===== src/rtl/operand_fetch_if.sv =====
// Bundle of operand-fetch signals between the address calculator, the
// memory buses and the execute stage.
interface operand_fetch_if #(
  parameter int unsigned W = 16
);
  logic [2:0]   AdAs;
  logic         CALC_done;
  logic [W-1:0] CALC_out;
  logic [W-1:0] MDB_out;
  logic [W-1:0] MAB_out;
  logic         MEM_rd;
  logic [W-1:0] SRC_op;
  logic [W-1:0] DST_op;
  logic [W-1:0] DST_addr;
  logic         OP_valid;
  logic         busy;
  logic         ovr;

  // Upstream/environment side: supplies mode, addresses and read data.
  modport master (
    output AdAs, CALC_done, CALC_out, MDB_out,
    input  MAB_out, MEM_rd, SRC_op, DST_op, DST_addr, OP_valid, busy, ovr
  );

  // Operand fetch stage side.
  modport slave (
    input  AdAs, CALC_done, CALC_out, MDB_out,
    output MAB_out, MEM_rd, SRC_op, DST_op, DST_addr, OP_valid, busy, ovr
  );
endinterface


===== src/rtl/operand_fetch.sv =====
// Operand fetch stage: captures effective addresses from the indexed-mode
// calculator, reads source/destination operands over MAB/MDB and hands
// them to execute with a single OP_valid pulse.
module operand_fetch #(
  parameter int unsigned MEM_LAT = 1,
  parameter int unsigned W       = 16
) (
  input  logic           clk,
  input  logic           rst,
  operand_fetch_if.slave bus
);

  localparam logic [2:0] LatInit = 3'(MEM_LAT);

  typedef enum logic [2:0] {
    Idle,
    SReq,
    SWait,
    DReq,
    DWait,
    Done
  } state_e;

  state_e       state_q, state_d;
  logic [2:0]   cnt_q, cnt_d;
  logic         busy_q, busy_d;
  logic [W-1:0] mab_q, mab;
  logic         mem_rd;
  logic         op_valid;
  logic         src_load, dst_load;

  logic [1:0]   n_q, n_d, n_eff, need;
  logic [W-1:0] src_addr_q, dst_addr_q;
  logic [W-1:0] src_op_q, dst_op_q;
  logic         ovr_q;

  logic         mode_src, mode_dst, mode_dual, mode_ok;
  logic         accept, drop, first_acc, second_acc, have_dst;

  // Decode addressing mode and classify each CALC_done pulse.
  always_comb begin
    mode_src   = (bus.AdAs == 3'b001);
    mode_dst   = (bus.AdAs == 3'b100);
    mode_dual  = (bus.AdAs == 3'b101);
    mode_ok    = mode_src | mode_dst | mode_dual;
    // The DONE cycle already belongs to the next operation for capture.
    n_eff      = (state_q == Done) ? 2'd0 : n_q;
    need       = mode_dual ? 2'd2 : 2'd1;
    accept     = bus.CALC_done && mode_ok && (n_eff < need);
    drop       = bus.CALC_done && mode_ok && (n_eff >= need);
    first_acc  = accept && (n_eff == 2'd0);
    second_acc = accept && (n_eff == 2'd1);
    // A second address arriving this very cycle is usable next cycle.
    have_dst   = (n_q == 2'd2) || second_acc;
    n_d        = accept ? (n_eff + 2'd1) : n_eff;
  end

  // Next-state, counter and bus-drive logic.
  always_comb begin
    state_d  = state_q;
    cnt_d    = cnt_q;
    busy_d   = busy_q;
    mem_rd   = 1'b0;
    op_valid = 1'b0;
    mab      = mab_q;
    src_load = 1'b0;
    dst_load = 1'b0;
    unique case (state_q)
      Idle: begin
        if (accept) begin
          state_d = bus.AdAs[0] ? SReq : DReq;
          busy_d  = 1'b1;
        end
      end
      SReq: begin
        mem_rd  = 1'b1;
        mab     = src_addr_q;
        cnt_d   = LatInit;
        state_d = SWait;
      end
      SWait: begin
        if (cnt_q != 3'd0) begin
          cnt_d = cnt_q - 3'd1;
          if (cnt_q == 3'd1) src_load = 1'b1;
        end
        // Counter at 0 means the source is in and only the second
        // address is outstanding.
        if (cnt_q <= 3'd1) begin
          if (mode_dual) begin
            if (have_dst) state_d = DReq;
          end else begin
            state_d = Done;
          end
        end
      end
      DReq: begin
        mem_rd  = 1'b1;
        mab     = dst_addr_q;
        cnt_d   = LatInit;
        state_d = DWait;
      end
      DWait: begin
        if (cnt_q != 3'd0) cnt_d = cnt_q - 3'd1;
        if (cnt_q <= 3'd1) begin
          dst_load = 1'b1;
          state_d  = Done;
        end
      end
      Done: begin
        op_valid = 1'b1;
        if (accept) begin
          // Back-to-back operation: skip Idle, stay busy.
          state_d = bus.AdAs[0] ? SReq : DReq;
          busy_d  = 1'b1;
        end else begin
          state_d = Idle;
          busy_d  = 1'b0;
        end
      end
      default: begin
        state_d = Idle;
        busy_d  = 1'b0;
      end
    endcase
  end

  // FSM state, latency counter, busy flag and held bus address.
  always_ff @(posedge clk or posedge rst) begin
    if (rst) begin
      state_q <= Idle;
      cnt_q   <= 3'd0;
      busy_q  <= 1'b0;
      mab_q   <= '0;
    end else begin
      state_q <= state_d;
      cnt_q   <= cnt_d;
      busy_q  <= busy_d;
      mab_q   <= mab;
    end
  end

  // Address capture and sticky overrun, independent of the FSM.
  always_ff @(posedge clk or posedge rst) begin
    if (rst) begin
      n_q        <= 2'd0;
      src_addr_q <= '0;
      dst_addr_q <= '0;
      ovr_q      <= 1'b0;
    end else begin
      n_q <= n_d;
      if (first_acc) begin
        if (bus.AdAs[0]) src_addr_q <= bus.CALC_out;
        else             dst_addr_q <= bus.CALC_out;
      end
      if (second_acc) dst_addr_q <= bus.CALC_out;
      if (drop)       ovr_q      <= 1'b1;
    end
  end

  // Operand registers loaded from the memory data bus.
  always_ff @(posedge clk or posedge rst) begin
    if (rst) begin
      src_op_q <= '0;
      dst_op_q <= '0;
    end else begin
      if (src_load) src_op_q <= bus.MDB_out;
      if (dst_load) dst_op_q <= bus.MDB_out;
    end
  end

  assign bus.MAB_out  = mab;
  assign bus.MEM_rd   = mem_rd;
  assign bus.SRC_op   = src_op_q;
  assign bus.DST_op   = dst_op_q;
  assign bus.DST_addr = dst_addr_q;
  assign bus.OP_valid = op_valid;
  assign bus.busy     = busy_q;
  assign bus.ovr      = ovr_q;

endmodule


===== src/flat_wrapper.sv =====
// flat-port wrapper written by rule: the top's interface ports become plain ports
module operand_fetch_flat 
#(
  parameter int unsigned MEM_LAT = 1,
  parameter int unsigned W       = 16
)
  (clk, rst, bus_AdAs, bus_CALC_done, bus_CALC_out, bus_MDB_out, bus_MAB_out, bus_MEM_rd, bus_SRC_op, bus_DST_op, bus_DST_addr, bus_OP_valid, bus_busy, bus_ovr);
  operand_fetch_if #(.W(W)) bus_i ();
  input  logic clk;
  input  logic rst;
  input wire logic [$bits(bus_i.AdAs)-1:0] bus_AdAs;
  input wire logic [$bits(bus_i.CALC_done)-1:0] bus_CALC_done;
  input wire logic [$bits(bus_i.CALC_out)-1:0] bus_CALC_out;
  input wire logic [$bits(bus_i.MDB_out)-1:0] bus_MDB_out;
  output wire logic [$bits(bus_i.MAB_out)-1:0] bus_MAB_out;
  output wire logic [$bits(bus_i.MEM_rd)-1:0] bus_MEM_rd;
  output wire logic [$bits(bus_i.SRC_op)-1:0] bus_SRC_op;
  output wire logic [$bits(bus_i.DST_op)-1:0] bus_DST_op;
  output wire logic [$bits(bus_i.DST_addr)-1:0] bus_DST_addr;
  output wire logic [$bits(bus_i.OP_valid)-1:0] bus_OP_valid;
  output wire logic [$bits(bus_i.busy)-1:0] bus_busy;
  output wire logic [$bits(bus_i.ovr)-1:0] bus_ovr;
  assign bus_i.AdAs = bus_AdAs;
  assign bus_i.CALC_done = bus_CALC_done;
  assign bus_i.CALC_out = bus_CALC_out;
  assign bus_i.MDB_out = bus_MDB_out;
  assign bus_MAB_out = bus_i.MAB_out;
  assign bus_MEM_rd = bus_i.MEM_rd;
  assign bus_SRC_op = bus_i.SRC_op;
  assign bus_DST_op = bus_i.DST_op;
  assign bus_DST_addr = bus_i.DST_addr;
  assign bus_OP_valid = bus_i.OP_valid;
  assign bus_busy = bus_i.busy;
  assign bus_ovr = bus_i.ovr;
  operand_fetch #(.MEM_LAT(MEM_LAT), .W(W)) u_core (.clk(clk), .rst(rst), .bus(bus_i));
endmodule

===== config.mk =====
export PLATFORM = sky130hd
export DESIGN_NAME = operand_fetch_flat
export DESIGN_NICKNAME = d
export VERILOG_FILES = /design/src/rtl/operand_fetch_if.sv /design/src/rtl/operand_fetch.sv /design/src/flat_wrapper.sv
export SDC_FILE = /design/constraint.sdc
export NUM_CORES = 1
export LEC_CHECK = 0
export BUFFER_PORTS_ARGS = -buffer_cell sky130_fd_sc_hd__buf_4
export CORE_UTILIZATION = 55
export CTS_CLUSTER_SIZE = 25
export DETAILED_ROUTE_END_ITERATION = 6
export PLACE_DENSITY = 0.89
export SLEW_MARGIN = 20
export SYNTH_ARGS = -nofsm -noshare
export SYNTH_HDL_FRONTEND = slang
export SYNTH_SLANG_ARGS = --single-unit

===== constraint.sdc =====
create_clock -name clk -period 7.3 [get_ports clk]
set_input_delay 1.825 -clock clk [delete_from_list [all_inputs] [get_ports clk]]
set_output_delay 1.825 -clock clk [all_outputs]
set_load 0.02 [all_outputs]

==> impl_metrics.env, run 1 <==
export IMPL_outcome="finished, final reports clean"
export IMPL_die_area_mm2=0.00764
export IMPL_vias=2754
export IMPL_die_w_um=87.4
export IMPL_seq_area_mm2=0.00225
export IMPL_syn_avg_cell_area_um2=12.9
export IMPL_synth_flop_cell="dfrtp_1"
export IMPL_r2r_cells=8
export IMPL_grt_pass1_vias=2674
export IMPL_r2r_start="u_core.state_q[2]"
export IMPL_antenna_found_initial=0
export IMPL_die_h_um=87.4
export IMPL_cts_hold_buffers=0
export IMPL_setup_tns_final_ns=0
export IMPL_drtAntennaViolNets=0
export IMPL_drt_iter0_drc=160
export IMPL_synth_top_cell_by_area="dfrtp_1"
export IMPL_p_per_area_mw_per_mm2=464
export IMPL_drv_cap=0
export IMPL_cts_resized=0
export IMPL_multi_input_area_mm2=0.00162
export IMPL_clock_sinks=90
export IMPL_drc=0
export IMPL_netlist_cell_type_count=48
export IMPL_layout_common_cells="buf_4 (106), dfrtp_1 (90), mux2_1 (38)"
export IMPL_syn2layout_area_growth_pct=26.3
export IMPL_ys_seq_elements=90
export IMPL_avgRoutedWirePerCell_um=16.6
export IMPL_n_antenna_cell=0
export IMPL_critical_path_class="reg -> out"
export IMPL_rrSetupSlack_ns=4.65
export IMPL_ys_warn_count=0
export IMPL_clkLatencyLatePin_ns=0.35
export IMPL_nNetsFinal=456
export IMPL_min_period_ns=4.36
export IMPL_r2r_end="u_core.bus.DST_addr[8]"
export IMPL_synth_top_cell_area_share_pct=56.2
export IMPL_critPathRequiredTime_ns=5.48
export IMPL_clock_skew_ns=0.0110
export IMPL_gp_congestion=0.820
export IMPL_crit_arrival_ns=2.53
export IMPL_holdCritStartpoint="u_core.bus.ovr"
export IMPL_root_buffer="clkbuf_8"
export IMPL_drt_pass1_iterations=4
export IMPL_rsz0062_at_grt="no"
export IMPL_rows=30
export IMPL_pin_count=106
export IMPL_syn_num_nets=354
export IMPL_synth_seq_area_share_pct=56.2
export IMPL_peakVddDrop_mv=0.309
export IMPL_coreArea_mm2=0.00691
export IMPL_async_flop_share_pct=100
export IMPL_io_buffers=105
export IMPL_place_inst=497
export IMPL_routed_wl_mm=8.51
export IMPL_slew_headroom_pct=33.3
export IMPL_cts_buffers=9
export IMPL_via_per_inst=5.38
export IMPL_leakagePower_nw=2.46
export IMPL_slew_viol_final=0
export IMPL_netlist_instances=310
export IMPL_grt_use_total_pct=23.4
export IMPL_grt_max_degree=91
export IMPL_cp_max_fo=33
export IMPL_cts_setup_buffers=0
export IMPL_clk_pin_slew_worst_paths_ns=0.09
export IMPL_hold_class="reg -> reg"
export IMPL_dp_hpwl_mm=5.87
export IMPL_cts_tree="yes"
export IMPL_synth_area_leaders="dfrtp_1 (56%), mux2_1 (11%), mux2_2 (4.8%), mux2i_1 (4.0%), mux2_4 (3.7%)"
export IMPL_critPathLaunchType="flop"
export IMPL_hold_viol=0
export IMPL_end_kind="output pin"
export IMPL_htreeDepth=3
export IMPL_grt_remaining_overflow=0
export IMPL_cp_startpoint="u_core.state_q[2]"
export IMPL_worst_slew_pin_slew_ns=0.998
export IMPL_synth_edf_count=0
export IMPL_mostFrequentLayoutCell="buf_4"
export IMPL_cts_path_max_buffers=2
export IMPL_nFillCells=489
export IMPL_drive_gt1_share_pct=38.0
export IMPL_finalSetupViolCount=0
export IMPL_post_route_period_util_pct=59.7
export IMPL_grt_pass1_wl_mm=13.6
export IMPL_final_cells=512
export IMPL_initial_core_util_pct=58.1
export IMPL_netlist_area_mm2=0.00401
export IMPL_fmax_mhz=229
export IMPL_worstSetupEndpoint="bus_MAB_out[8]"
==> how the worst min path moves through the flow <==
stage               depth (start not counted)  slack, ns               endpoint
floorplan                                   1       0.46  u_core.src_addr_q[10]
global placement                            1       0.46         u_core.bus.ovr
detailed placement                          1       0.47         u_core.bus.ovr
CTS                                         1       0.49         u_core.bus.ovr
global route                                1       0.52  u_core.src_addr_q[13]
finish                                      1       0.49         u_core.bus.ovr
==> critical path: stages (launching register included) <==
cell and delay [ns]:
dfrtp_1 0.70, inv_2 0.15, nand2_1 0.77, o21ai_0 0.33
buf_4 0.24
==> cell type report <==
class,instances,share of cell area [%]
tap,96,2.37
multi-input combinational,191,32.0
clock inverter,4,1.51
timing repair buffer,107,15.9
sequential,90,44.5
clock buffer,11,2.79
inverter,13,0.988
==> state kept, by name, indices dropped and copies added (netlist names) <==
name / cells
u_core.state_q: 3
u_core.cnt_q: 3
u_core.bus.SRC_op: 16
u_core.bus.busy: 1
u_core.src_addr_q: 16
u_core.bus.DST_addr: 16
u_core.bus.ovr: 1
u_core.n_q: 2
u_core.mab_q: 16
u_core.bus.DST_op: 16
==> Yosys cell counts (3+ instances only) <==
| cell type | count |
|---|---|
| a22oi_1 | 3 |
| mux2_2 | 17 |
| mux2i_1 | 16 |
| dfrtp_1 | 90 |
| mux2_4 | 10 |
| nand3_1 | 4 |
| clkbuf_1 | 9 |
| buf_2 | 3 |
| nor2b_1 | 3 |
| mux2_1 | 38 |
| inv_1 | 11 |
| and3_1 | 3 |
| ha_1 | 6 |
| nor2_1 | 10 |
| o21ai_0 | 20 |
| nand2_1 | 24 |
==> power by group <==
| group | switching [mW] | total, mW | internal [mW] |
|---|---|---|---|
| clock network | 0.169 | 0.370 | 0.201 |
| logic | 0.591 | 1.09 | 0.502 |
| registers | 0.160 | 0.888 | 0.728 |
| total | 0.919 | 2.35 | 1.43 |
==> logic make-up (layout without fill, tap and decap cells) <==
group,after synthesis,in the layout,share of synthesized area (%)
adders and majority gates,7,7,2.12
xor gates and xnor gates,1,1,0.218
and+or+nand+nor,54,54,6.86
buffers and inverters,29,135,3.46
DFF,90,90,56.2
AOI/OAI and AO/OA,48,48,7.99
muxes,81,81,23.2
==> per-stage QoR <==
step                hold slack (ns)  utilization, %  power, mW  setup slack [ns]  area, µm²
global placement              0.459            70.1       1.94              3.49       4840
CTS                           0.492            73.3       2.36              2.94       5060
floorplan                     0.457               -       1.55              3.14       4010
finish                        0.485            73.4       2.35              2.94       5070
detailed placement            0.468            70.1       1.98              3.32       4840
global route                  0.515            73.4       2.49              2.69       5070
==> routing by layer <==
| layer | part of all wire [%] | up-vias | wire, µm | global-route usage [%] |
|---|---|---|---|---|
| li1 | - | 1302 | - | - |
| met1 | 43 | 1375 | 3660 | 30.4 |
| met2 | 51 | 71 | 4330 | 38.5 |
| met3 | 5.3 | 6 | 455 | 6.45 |
| met4 | 0.72 | 0 | 61 | 7.15 |
| met5 | 0 | - | 0 | 0 |
Note: power is estimated with default switching activity, not from simulation.
==> inputs of run 2 (changes only) <==
--- a/config.mk
+++ b/config.mk
@@ -6,10 +6,10 @@
 export NUM_CORES = 1
 export LEC_CHECK = 0
 export BUFFER_PORTS_ARGS = -buffer_cell sky130_fd_sc_hd__buf_4
-export CORE_UTILIZATION = 55
+export CORE_UTILIZATION = 52
 export CTS_CLUSTER_SIZE = 25
 export DETAILED_ROUTE_END_ITERATION = 6
-export PLACE_DENSITY = 0.89
+export PLACE_DENSITY = 0.85
 export SLEW_MARGIN = 20
 export SYNTH_ARGS = -nofsm -noshare
 export SYNTH_HDL_FRONTEND = slang
==> constraint.sdc (replaced) <==
create_clock -name clk -period 4.45 [get_ports clk]
set_input_delay 1.1125 -clock clk [delete_from_list [all_inputs] [get_ports clk]]
set_output_delay 1.1125 -clock clk [all_outputs]
set_load 0.02 [all_outputs]
==> run 2 against run 1 <==
Net effect:
- worst hold slack better by 0.0058 ns
- global-route usage shrank 0.95 points
- flip-flop and latch count did not move
- worst setup slack worse by 2.1 ns
- critical path depth unchanged
- first-iteration DRC count down 25%
- sequential share of layout area rose by 0.44 points
- non-clock buffer count unchanged
- final cell count increased by 0.59%
- register-to-register slack got worse by 3.0 ns
==> impl_metrics.env, run 2 (same netlist as run 1, synthesis figures left out) <==
export IMPL_clkLatencyLatePin_ns=0.36
export IMPL_grt_pass1_vias=2809
export IMPL_hold_viol=0
export IMPL_end_kind="output pin"
export IMPL_drt_iter0_drc=120
export IMPL_initial_core_util_pct=54.4
export IMPL_outcome="finished, final reports clean"
export IMPL_clock_skew_ns=0.0105
export IMPL_path_cells="inv_2 -> nand2_1 -> o21ai_0 -> buf_4"
export IMPL_drv_cap=0
export IMPL_critical_path_class="reg -> out"
export IMPL_seq_area_mm2=0.00225
export IMPL_nNetsFinal=456
export IMPL_cts_hold_buffers=0
export IMPL_critPathLaunchType="flop"
export IMPL_drive_gt1_share_pct=38.0
export IMPL_syn2layout_area_growth_pct=25.1
export IMPL_grt_max_degree=58
export IMPL_mostFrequentLayoutCell="buf_4"
export IMPL_peakVddDrop_mv=0.423
export IMPL_pin_count=106
export IMPL_p_per_area_mw_per_mm2=745
export IMPL_vias=2748
export IMPL_finalSetupViolCount=0
export IMPL_n_antenna_cell=0
export IMPL_root_buffer="clkbuf_8"
export IMPL_cts_buffers=9
export IMPL_min_period_ns=3.61
export IMPL_die_area_mm2=0.00807
export IMPL_leakagePower_nw=2.43
export IMPL_die_w_um=89.8
export IMPL_via_per_inst=5.34
export IMPL_drt_pass1_iterations=4
export IMPL_grt_remaining_overflow=0
export IMPL_htreeDepth=3
export IMPL_cts_resized=0
export IMPL_multi_input_area_mm2=0.00162
export IMPL_drc=0
export IMPL_drtAntennaViolNets=0
export IMPL_avgRoutedWirePerCell_um=16.5
export IMPL_gp_congestion=0.791
export IMPL_hold_class="reg -> reg"
export IMPL_final_cells=515
export IMPL_power_total_mw=3.74
export IMPL_post_dp_cell_area_mm2=0.00485
export IMPL_final_area_mm2=0.00502
export IMPL_clock_sinks=90
export IMPL_io_buffers=105
export IMPL_die_h_um=89.8
export IMPL_post_route_period_util_pct=81.1
export IMPL_worst_path_largest_cell_delay_ns=0.70
export IMPL_worst_slew_pin_slew_ns=0.909
export IMPL_layout_common_cells="buf_4 (107), dfrtp_1 (90), mux2_1 (38)"
export IMPL_rows=31
export IMPL_place_inst=500
export IMPL_crit_arrival_ns=2.50
export IMPL_routed_wl_mm=8.52
export IMPL_fmax_mhz=277
export IMPL_coreArea_mm2=0.00737
export IMPL_nFillCells=563
export IMPL_rrSetupSlack_ns=1.66
export IMPL_cts_path_max_buffers=2
export IMPL_dp_hpwl_mm=6.03
export IMPL_grt_pass1_wl_mm=14.2
export IMPL_cpMaxStageDelayCell="nand2_1"
export IMPL_antenna_found_initial=0
export IMPL_cp_max_fo=33
export IMPL_cts_setup_buffers=0
export IMPL_slew_headroom_pct=39.2
export IMPL_critPathRequiredTime_ns=3.34
export IMPL_clk_pin_slew_worst_paths_ns=0.09
export IMPL_worstPathBufferInverterCount=2
export IMPL_crit_family="simple AND/OR/NAND/NOR gates"
export IMPL_rsz0062_at_grt="no"
export IMPL_slew_viol_final=0
export IMPL_cts_tree="yes"
export IMPL_grt_use_total_pct=22.5
export IMPL_setup_tns_final_ns=0
run 2: changes by cell type in the layout (fill, tap and decap cells not counted):
cell and delta:
bufinv_16 -2, buf_4 +1, inv_6 +1, buf_6 -1, clkinvlp_4 +2, clkbuf_8 -1
run 2: routing by layer:
layer / GRT usage, % / part of all wire [%] / vias to the layer above
li1: - / - / 1308
met1: 28.8 / 43 / 1327
met2: 36.5 / 49 / 96
met3: 5.92 / 5.8 / 17
met4: 9.02 / 2.3 / 0
met5: 0 / 0 / -
run 2: where the power goes:
part | switching [mW] | internal [mW] | leakage (nW) | total [mW]
sequential | 0.263 | 1.19 | 1.11 | 1.46
combinational | 0.958 | 0.825 | 1.25 | 1.78
clock | 0.294 | 0.203 | 0.0750 | 0.497
total | 1.51 | 2.22 | 2.43 | 3.74
run 2: path summary, 6_finish.rpt:
path / startpoint / depth (start not counted) / end
hold / removal: u_core.src_addr_q[14] / 1 / u_core.src_addr_q[14]
setup reg to reg: u_core.state_q[1] / 8 / u_core.bus.DST_addr[2]
max in group asynchronous: rst / 3 / u_core.src_addr_q[4]
setup / recovery: u_core.state_q[2] / 4 / bus_MAB_out[10]
hold reg to reg: u_core.src_addr_q[14] / 1 / u_core.src_addr_q[14]
min in group asynchronous: rst / 2 / u_core.bus.SRC_op[14]
run 2: final cells by class:
type                            count  area share [%]
Sequential cell                    90            44.9
Multi-Input combinational cell    191            32.3
Timing Repair Buffer              107            16.0
Clock buffer                       10            2.54
Tap cell                           99            2.47
Inverter                           13           0.998
Clock inverter                      5           0.798
run 2: worst register-to-register path, stage by stage (launching register included):
cell and delay, ns:
dfrtp_1 0.85, nand3b_4 0.34, nand2_1 0.12, ha_1 0.21, inv_1 0.12, a31oi_2 0.11, o21ai_2 0.35, nor2_4 0.21
mux2_1 0.37
run 2: metrics by stage:
stage / worst slack (ns) / hold WS [ns] / utilization, %
2_1_floorplan: 1.00 / 0.457 / -
3_3_place_gp: 1.32 / 0.466 / 65.8
3_5_place_dp: 1.25 / 0.474 / 65.8
4_1_cts: 0.852 / 0.497 / 68.1
5_1_grt: 0.671 / 0.510 / 68.1
6_report: 0.841 / 0.491 / 68.1
==> inputs of run 3 (changes only) <==
--- a/config.mk
+++ b/config.mk
@@ -5,6 +5,7 @@
 export SDC_FILE = /design/constraint.sdc
 export NUM_CORES = 1
 export LEC_CHECK = 0
+export ABC_AREA = 1
 export BUFFER_PORTS_ARGS = -buffer_cell sky130_fd_sc_hd__buf_4
 export CORE_UTILIZATION = 52
 export CTS_CLUSTER_SIZE = 25
==> constraint.sdc (replaced) <==
create_clock -name clk -period 3.43 [get_ports clk]
set_input_delay 0.8575 -clock clk [delete_from_list [all_inputs] [get_ports clk]]
set_output_delay 0.8575 -clock clk [all_outputs]
set_load 0.02 [all_outputs]
==> run 3 against run 2 <==
Net effect:
- sequential share of layout area rose by 0.11 points
- combinational power rose by 30%
- total power is 31% higher
- critical endpoint is now bus_MAB_out[13]
- flip-flop and latch count is the same
- worst setup slack lost 0.50 ns
- area after synthesis down 2.2%
- first-iteration DRC count up 110%
- non-clock buffer count increased by 3
- critical path depth is 2 higher
- die area decreased by 2.1%
- register-to-register slack worse by 0.50 ns
- wire length up 10%
==> impl_metrics.env, run 3 <==
export IMPL_internal_power_mw=2.79
export IMPL_finalSetupViolCount=0
export IMPL_rrSetupSlack_ns=1.16
export IMPL_nFillCells=576
export IMPL_ys_warn_count=0
export IMPL_root_buffer="clkbuf_8"
export IMPL_outcome="finished, final reports clean"
export IMPL_yosysMostFrequentCell="nand2_1"
export IMPL_die_w_um=88.9
export IMPL_routed_wl_mm=9.37
export IMPL_hold_class="reg -> reg"
export IMPL_place_inst=632
export IMPL_slew_viol_final=0
export IMPL_vias=3374
export IMPL_setup_tns_final_ns=0
export IMPL_drt_pass1_iterations=5
export IMPL_ys_seq_elements=90
export IMPL_fmax_mhz=324
export IMPL_synth_flop_cell="dfrtp_1"
export IMPL_dp_hpwl_mm=6.59
export IMPL_drv_cap=0
export IMPL_peakVddDrop_mv=0.563
export IMPL_cts_resized=0
export IMPL_via_per_inst=5.21
export IMPL_p_comb_share_pct=47.3
export IMPL_synth_seq_area_share_pct=57.4
export IMPL_cts_setup_buffers=0
export IMPL_critical_path_class="reg -> out"
export IMPL_mostFrequentLayoutCell="nand2_1"
export IMPL_drc=0
export IMPL_cts_buffers=9
export IMPL_synth_top_cell_area_share_pct=57.4
export IMPL_synth_area_leaders="dfrtp_1 (57%), nand2_1 (15%), nand3_1 (6.1%), o21ai_0 (4.8%), inv_1 (3.4%)"
export IMPL_synth_common_cells="nand2_1 (153), dfrtp_1 (90), nand3_1 (48)"
export IMPL_final_cells=648
export IMPL_nNetsFinal=588
export IMPL_worst_slew_pin_slew_ns=0.888
export IMPL_layout_common_cells="nand2_1 (153), buf_4 (109), dfrtp_1 (90)"
export IMPL_end_kind="output pin"
export IMPL_synth_edf_count=0
export IMPL_coreArea_mm2=0.00729
export IMPL_min_period_ns=3.09
export IMPL_critPathLaunchType="flop"
export IMPL_clkLatencyLatePin_ns=0.36
export IMPL_p_per_area_mw_per_mm2=981
export IMPL_avgRoutedWirePerCell_um=14.5
export IMPL_cpMaxStageDelayCell="clkinv_1"
export IMPL_grt_max_degree=49
export IMPL_drtAntennaViolNets=0
export IMPL_pin_count=106
export IMPL_rsz0062_at_grt="no"
export IMPL_clock_sinks=90
export IMPL_crit_arrival_ns=2.23
export IMPL_drt_iter0_drc=249
export IMPL_rows=31
export IMPL_cts_path_max_buffers=2
export IMPL_multi_input_area_mm2=0.00145
export IMPL_die_h_um=88.9
export IMPL_post_route_period_util_pct=90.1
export IMPL_htreeDepth=3
export IMPL_netlist_instances=439
export IMPL_seq_area_mm2=0.00225
export IMPL_clock_skew_ns=0.00958
export IMPL_cts_tree="yes"
export IMPL_grt_pass1_wl_mm=15.1
export IMPL_drive_gt1_share_pct=27.1
export IMPL_async_flop_share_pct=100
export IMPL_final_area_mm2=0.00500
export IMPL_initial_core_util_pct=53.8
export IMPL_grt_use_total_pct=25.3
export IMPL_p_sw_mw=2.12
export IMPL_netlist_area_mm2=0.00392
export IMPL_slew_headroom_pct=40.6
export IMPL_cts_hold_buffers=0
export IMPL_grt_pass1_vias=3317
export IMPL_n_antenna_cell=0
export IMPL_antenna_found_initial=0
export IMPL_grt_remaining_overflow=0
export IMPL_sw_frac_of_total_pct=43.1
export IMPL_synth_top_cell_by_area="dfrtp_1"
export IMPL_syn2layout_area_growth_pct=27.5
export IMPL_clk_pin_slew_worst_paths_ns=0.09
export IMPL_syn_num_nets=483
export IMPL_post_dp_cell_area_mm2=0.00480
export IMPL_die_area_mm2=0.00790
export IMPL_p_clk_share_pct=14.9
export IMPL_gp_congestion=0.826
export IMPL_worst_path_largest_cell_delay_ns=0.54
export IMPL_hold_viol=0
export IMPL_path_cells="inv_1 -> nor2_1 -> clkinv_1 -> nand2_1 -> nand3_1 -> buf_4"
export IMPL_leakagePower_nw=2.75
export IMPL_cp_max_fo=18
export IMPL_netlist_cell_type_count=26
export IMPL_io_buffers=105
export IMPL_critPathRequiredTime_ns=2.57
export IMPL_syn_avg_cell_area_um2=8.94
export IMPL_p_seq_share_pct=37.7
[run 3: path summary, 6_finish.rpt]
check	from	end	cells past startpoint
max in group asynchronous	rst	u_core.state_q[2]	3
worst max-delay path	u_core.state_q[0]	bus_MAB_out[13]	6
worst max register to register	u_core.state_q[1]	u_core.bus.DST_addr[10]	12
worst min register to register	u_core.src_addr_q[0]	u_core.src_addr_q[0]	2
min in group asynchronous	rst	u_core.bus.SRC_op[11]	2
worst min-delay path	u_core.src_addr_q[0]	u_core.src_addr_q[0]	2
[run 3: per-layer routing]
metal  global-route usage [%]  up-vias  wire, µm
met2                     41.5      142      4530
li1                         -     1613         -
met4                     8.36        0        96
met1                     31.8     1612      3830
met3                     8.30        7       907
met5                        0        -         0
[run 3: final cells by class]
cell class	instances	area share, %
repair buffers	110	16.8
clock inverters	7	1.53
flip-flops and latches	90	45.0
multi-input cells	296	29.0
inverters	37	2.80
clock buffers	9	2.48
well taps	99	2.48
[run 3: critical path: cells and delay by family (launching register included)]
family,cells,cell delay (ns)
buf+inv,3,0.86
flops,1,0.40
simple gates,3,0.62
[run 3: cell families after synthesis]
family,count (synthesis),share of synthesized area [%]
xor+xnor,2,0.447
simple gates,237,27.5
compound gates,50,6.82
fa+ha+maj,6,1.91
buf+inv,53,5.68
flops,90,57.4
mux,1,0.255
[run 3: power groups by stage]
stage	logic (mW)	registers [mW]	clock network, mW
after global routing	2.56	1.90	0.795
after global placement	2.26	1.84	0
after floorplan	1.06	2.14	0
final	2.32	1.85	0.732
after detailed placement	2.34	1.86	0
after CTS	2.34	1.84	0.748
[run 3: per-stage QoR]
| step | total power, mW | util (%) | setup WS, ns | hold slack [ns] |
|---|---|---|---|---|
| 4_1_cts | 4.93 | 68.6 | 0.323 | 0.483 |
| 3_5_place_dp | 4.19 | 65.9 | 0.724 | 0.461 |
| 6_report | 4.91 | 68.6 | 0.339 | 0.480 |
| 2_1_floorplan | 3.21 | - | 0.237 | 0.442 |
| 3_3_place_gp | 4.09 | 65.9 | 0.756 | 0.454 |
| 5_1_grt | 5.25 | 68.6 | 0.0811 | 0.505 |
